**src/rtl/fifo_wr_arbiter.sv**
```systemverilog
// fifo_wr_arbiter: burst-holding round-robin arbiter for a shared PE FIFO write port.
// Define ARB_FIXED_PRIO_EN to select lowest-index-first arbitration instead of round-robin.
module fifo_wr_arbiter #(
  parameter int NUM_REQ    = 3,
  parameter int DATA_WIDTH = 16,
  parameter int BURST_LEN  = 4,
  parameter int CNT_WIDTH  = 3
) (
  input  logic                          clk,
  input  logic                          reset,
  input  logic [NUM_REQ-1:0]            req,
  input  logic [NUM_REQ*DATA_WIDTH-1:0] wdata,
  input  logic                          full_flag,
  output logic [NUM_REQ-1:0]            grant,
  output logic [NUM_REQ-1:0]            ack,
  output logic                          wr_request,
  output logic [DATA_WIDTH-1:0]         wr_data,
  output logic                          busy
);

  // state | meaning
  // IDLE  | no grant held; arbitrate among req at the next negedge
  // GRANT | one source owns the write port until burst end or req drop

  localparam int IDX_W = (NUM_REQ > 1) ? $clog2(NUM_REQ) : 1;

  typedef enum logic {IDLE, GRANT} state_t;

  state_t               state_q, state_d;
  logic [NUM_REQ-1:0]   grant_q, grant_d;
  logic [IDX_W-1:0]     gidx_q, gidx_d;
  logic [IDX_W-1:0]     last_winner_q, last_winner_d;
  logic [CNT_WIDTH-1:0] beat_cnt_q, beat_cnt_d;
  logic                 busy_q, busy_d;

  logic                 win_found;
  logic [IDX_W-1:0]     win_idx;
  logic                 accept;
  logic                 beat_last;
  logic                 release_g;

`ifdef ARB_FIXED_PRIO_EN
  always_comb begin
    win_found = 1'b0;
    win_idx   = '0;
    for (int i = NUM_REQ - 1; i >= 0; i--) begin
      if (req[i]) begin
        win_found = 1'b1;
        win_idx   = IDX_W'(i);
      end
    end
  end
`else
  logic [IDX_W-1:0] cand;

  // Search starts one past the previous winner; modulo keeps the wrap exact for non-power-of-two counts.
  always_comb begin
    win_found = 1'b0;
    win_idx   = '0;
    cand      = '0;
    for (int k = 1; k <= NUM_REQ; k++) begin
      cand = IDX_W'((int'(last_winner_q) + k) % NUM_REQ);
      if (!win_found && req[cand]) begin
        win_found = 1'b1;
        win_idx   = cand;
      end
    end
  end
`endif

  always_comb begin
    wr_request = (state_q == GRANT) && |(req & grant_q);
    accept     = wr_request && !full_flag;
    ack        = {NUM_REQ{accept}} & grant_q;
    wr_data    = '0;
    for (int i = 0; i < NUM_REQ; i++) begin
      if ((state_q == GRANT) && (gidx_q == IDX_W'(i)))
        wr_data = wdata[i*DATA_WIDTH +: DATA_WIDTH];
    end
  end

  assign beat_last = (beat_cnt_q == CNT_WIDTH'(BURST_LEN - 1));
  assign release_g = (accept && beat_last) || !req[gidx_q];

  always_comb begin
    state_d       = state_q;
    grant_d       = grant_q;
    gidx_d        = gidx_q;
    last_winner_d = last_winner_q;
    beat_cnt_d    = beat_cnt_q;
    busy_d        = busy_q;
    case (state_q)
      IDLE: begin
        if (win_found) begin
          state_d    = GRANT;
          grant_d    = NUM_REQ'(1) << win_idx;
          gidx_d     = win_idx;
          beat_cnt_d = '0;
          busy_d     = 1'b1;
        end
      end
      GRANT: begin
        if (accept)
          beat_cnt_d = beat_cnt_q + CNT_WIDTH'(1);
        // No re-arbitration on the release edge: an IDLE cycle always separates grants.
        if (release_g) begin
          state_d       = IDLE;
          grant_d       = '0;
          last_winner_d = gidx_q;
          busy_d        = 1'b0;
        end
      end
      default: begin
        state_d = IDLE;
        grant_d = '0;
        busy_d  = 1'b0;
      end
    endcase
  end

  always_ff @(negedge clk or posedge reset) begin
    if (reset) begin
      state_q       <= IDLE;
      grant_q       <= '0;
      gidx_q        <= '0;
      last_winner_q <= IDX_W'(NUM_REQ - 1);
      beat_cnt_q    <= '0;
      busy_q        <= 1'b0;
    end else begin
      state_q       <= state_d;
      grant_q       <= grant_d;
      gidx_q        <= gidx_d;
      last_winner_q <= last_winner_d;
      beat_cnt_q    <= beat_cnt_d;
      busy_q        <= busy_d;
    end
  end

  assign grant = grant_q;
  assign busy  = busy_q;

endmodule
```
**config.mk**
```make
export PLATFORM = sky130hd
export DESIGN_NAME = fifo_wr_arbiter
export DESIGN_NICKNAME = d
export VERILOG_FILES = /design/src/rtl/fifo_wr_arbiter.sv
export SDC_FILE = /design/constraint.sdc
export NUM_CORES = 1
export LEC_CHECK = 0
export BUFFER_PORTS_ARGS = -buffer_cell sky130_fd_sc_hd__buf_2
export CAP_MARGIN = 20
export CORE_UTILIZATION = 45
export DETAILED_ROUTE_END_ITERATION = 6
export PLACE_DENSITY = 0.94
export SYNTH_ARGS = -nofsm -noshare
export SYNTH_HDL_FRONTEND = slang
export SYNTH_SLANG_ARGS = --single-unit
```
**constraint.sdc**
```tcl
create_clock -name clk -period 3.6 [get_ports clk]
set_clock_uncertainty 0.1 [all_clocks]
set_input_delay 0.72 -clock clk [delete_from_list [all_inputs] [get_ports clk]]
set_output_delay 0.72 -clock clk [all_outputs]
set_load 0.01 [all_outputs]
```
After elaboration in Yosys (flattened, before gate mapping)
Index checks and enable logic that the tools add are counted.
{"block": "classes", "n_addsub": 4, "div": 3, "order_cmp": 4, "n_eq_ne": 6, "shifts": 1, "n_mux": 29, "bitwise": 3, "reduce_logical": 19}
{"operator": "32-bit by 3-bit modulo with 32-bit output (second input constant)", "n": 3}
{"operator": "16-bit 2-to-1 mux", "n": 3}
{"operator": "2-bit by 3-bit less-than comparator with 1-bit output (second input constant)", "n": 4}
{"operator": "3-bit 2-to-1 mux", "n": 4}
{"operator": "3-bit one-hot mux with 2 select lines", "n": 2}
{"operator": "1-bit 2-to-1 mux", "n": 11}
{"operator": "1-bit binary-select mux with 2-bit select", "n": 4}
{"operator": "1-bit logical AND", "n": 8}
{"operator": "2-bit AND reduction", "n": 4}
{"operator": "2-bit by 2-bit adder with 3-bit output (second input constant)", "n": 2}
{"operator": "3-bit bitwise AND", "n": 2}
{"operator": "2-bit 2-to-1 mux", "n": 3}
{"operator": "1-bit logical NOT", "n": 4}
{"operator": "2-bit by 1-bit inequality test with 1-bit output (second input constant)", "n": 2}
{"operator": "1-bit one-hot mux with 2 select lines", "n": 2}
{"operator": "2-bit by 1-bit adder with 3-bit output (second input constant)", "n": 1}
{"operator": "3-bit by 1-bit adder with 3-bit output (second input constant)", "n": 1}
{"operator": "3-bit by 2-bit == test with 1-bit output (second input constant)", "n": 1}
{"operator": "3-bit OR reduction", "n": 1}
{"operator": "1-bit by 2-bit left shift with 3-bit output (first input constant)", "n": 1}
{"operator": "2-bit by 1-bit == test with 1-bit output (second input constant)", "n": 1}
{"operator": "2-bit == test (second input constant)", "n": 1}
{"operator": "2-bit logical NOT", "n": 1}
{"operator": "2-bit inequality test (second input constant)", "n": 1}
{"operator": "2 further kinds", "n": 2}
{"block": "totals", "ff_bits": 12, "input_bits": 54, "output_inout_bits": 24, "word_cells": 75}

Logic depth before layout (Yosys ltp)
{"block": "depth", "ltp_word": 14, "ltp_mapped": 8, "ltp_nobuf": 7}

==> summary.md <==
| Metric | Value |
|---|---|
| Die height | `53.4 um` |
| TritonCTS clock tree | `built` |
| Final setup margin | `-0.655 ns` |
| CP arrival | `3.43 ns` |
| Status | `complete, but fails checks` |
| Gr ovfl total | `0` |
| Slew HR | `0.758` |
| CP Launch Type | `flop` |
| Post-synth EDFFs | `0` |
| Layout cells sized above 1 | `0.530` |
| Post-placement setup slack | `-0.699 ns` |
| Clock buffer depth | `2` |
| First DRT Iteration DRCs | `30` |
| DIE AREA | `2850 um^2` |
| Final core occ | `0.800` |
| Post-synth cell types | `41` |
| DRC errors left | `0` |
| Max rail drop VDD | `0.534 mV` |
| Setup violations, final | `32` |
| Worst-path clk slew | `0.05 ns` |
| Crit Path Category | `reg -> out` |
| Predominant post-synthesis flop cell | `dfrtn_1` |
| Crit path max fanout | `4` |
| Post-DP Area | `1730 um^2` |
| Synth warnings | `0` |
| Antenna Violating Nets Remaining | `0` |
| Met2 GRT Util | `0.525` |
| Most used routing layer | `met2` |
| Antenna violations before repair | `0` |
| H-tree levels | `1` |
| Total GRT Usage | `0.301` |
| Least-Margin Pin Slew | `0.363 ns` |
| Vias/cell | `5.40` |
| Hold WC Path Type | `reg -> reg` |
| Dpl hpwl | `2790 um` |
| Failing checks | `negative setup slack` |
| Endpoints failing hold | `0` |
| Pwr/cell area | `726 nW/um^2` |
| Num rows | `18` |
| Global-route wire length before repair | `6100 um` |
| Synth Area per Inst | `7.99 um^2` |
| Asr flop ratio synth | `1.00` |
| Routed length per instance | `15.0 um` |
| Total power | `1.44 mW` |
| Cts hold-fix bufs | `0` |
| Finished Cell Area | `1980 um^2` |
| Final wirelength | `4190 um` |
| Met1 Use GR | `0.369` |
| Max Cap Viol | `0` |
| Cells after Synth | `149` |
| Num CTS Buffers | `3` |
| CORE AREA | `2480 um^2` |
| Ant diodes | `0` |
| Ports | `78` |
| Die X | `53.4 um` |
| Worst-Skew Late Latency | `0.33 ns` |
| Clk root buf | `clkbuf_4` |
| Placer congestion estimate | `0.870` |
| WP data required | `2.78 ns` |
| Layout net count | `309` |
| Largest net degree at the start of global routing | `20` |
| Port Buf Inserts | `77` |
| Fillers | `168` |
| Synthesis-to-finish area growth | `66.6%` |
| Met3 global-route usage | `0.0460` |
| RSZ-0062 raised after global routing | `yes` |
| Final Max Tran Viols | `0` |
| Leak pwr | `1.05 nW` |
| Crit end category | `output port` |
| Number of global-route vias before repair | `1368` |
| CTS Sinks | `12` |
| Multi-input gate area | `886 um^2` |
| Post-synthesis sequential area ratio | `0.253` |
| FF+latch area | `302 um^2` |
| Fin Setup TNS | `-13.26 ns` |
| Seq cells post-synth | `12` |
| Initial cell density of the core | `0.480` |
| Drt pass-1 iters | `4` |
| Synthesized cell area | `1190 um^2` |
| Vias | `1507` |
| Post-Syn Nets | `208` |
[kinds of logic (layout without fill, tap and decap cells)]
kind of cell | count (synthesis) | in the layout | share of synthesized area
compound gates | 39 | 39 | 0.221
fa+ha+maj | 5 | 5 | 0.0526
buf+inv | 17 | 117 | 0.0652
flops | 12 | 12 | 0.253
mux | 22 | 22 | 0.196
simple gates | 54 | 54 | 0.212
[cells in the mapped netlist (3+ instances only)]
library cell | n | area [um^2]
nor2_1 | 34 | 128
a21oi_1 | 18 | 90.1
mux2i_1 | 18 | 180
dfrtn_1 | 11 | 275
inv_1 | 7 | 26.3
ha_1 | 5 | 62.6
clkbuf_1 | 4 | 15.0
nand2_1 | 4 | 15.0
nand2b_1 | 4 | 25.0
a22o_1 | 3 | 26.3
and2_1 | 3 | 18.8
[stage by stage]
step	hold WS [ns]	instances
after floorplan	0.291	149
after global placement	0.308	266
after detailed placement	0.317	266
after CTS	0.325	278
after global routing	0.350	279
final	0.331	279
[final cells by class]
class,count,share of cell area
well taps,30,0.0189
clock inverters,2,0.00379
clock buffers,3,0.0114
inverters,7,0.0133
multi-input cells,120,0.447
flip-flops and latches,12,0.152
repair buffers,105,0.354
[layer usage]
metal  vias to the layer above  routed length, um
met4                         0                 35
met5                         -                  0
li1                        724                  -
met1                       726               1800
met2                        52               2190
met3                         5                160
[path summary, 6_finish.rpt]
path	slack, ns	cells past startpoint	endpoint	start
worst max-delay path	-0.65	6	ack[1]	grant[2]
worst min-delay path	0.33	1	beat_cnt_q[0]	beat_cnt_q[0]
worst max register to register	1.37	9	grant[0]	last_winner_q[1]
worst min register to register	0.33	1	beat_cnt_q[0]	beat_cnt_q[0]
max in group asynchronous	1.00	3	gidx_q[1]	reset
min in group asynchronous	1.98	2	beat_cnt_q[2]	reset
[sequential cells by signal, indices dropped and copies added, names as in the netlist]
name / count
gidx_q: 2
busy: 1
state_q: 1
grant: 3
last_winner_q: 2
beat_cnt_q: 3
[critical path: stages, from the launching register on]
cell	delay, ns
dfrtn_1	0.34
a222oi_1	0.37
buf_4	0.19
nand2b_4	0.14
nor2_4	0.06
and2_4	0.14
buf_6	0.11
[what timing repair did]
action,4_1_cts,5_1_grt
pin swaps,7,5
setup endpoints to repair,30,33
gates resized for setup,13,20
buffers inserted,8,2
[placed cells by master (no fill, tap or decap), types with 2 or more instances in the layout]
cell and n:
a21boi_0 2, o21ai_2 2, inv_2 2, buf_6 14, mux2i_1 17, a22o_1 3, buf_12 2, nand2_1 3
o211ai_1 2, mux2_4 4, nor2_4 2, ha_1 5, and2_4 3, a21oi_1 17, dfrtn_1 11, inv_1 6
clkbuf_4 3, nor2_1 31, nor2_2 2, nand2b_1 3, buf_4 19, buf_2 69
[power by group]
part	internal [mW]	switching, mW	leakage [nW]
registers	0.189	0.0371	0.152
logic	0.554	0.567	0.877
clock network	0.0417	0.0497	0.0207
total	0.785	0.654	1.05
Power figures use the tool's default switching activity.
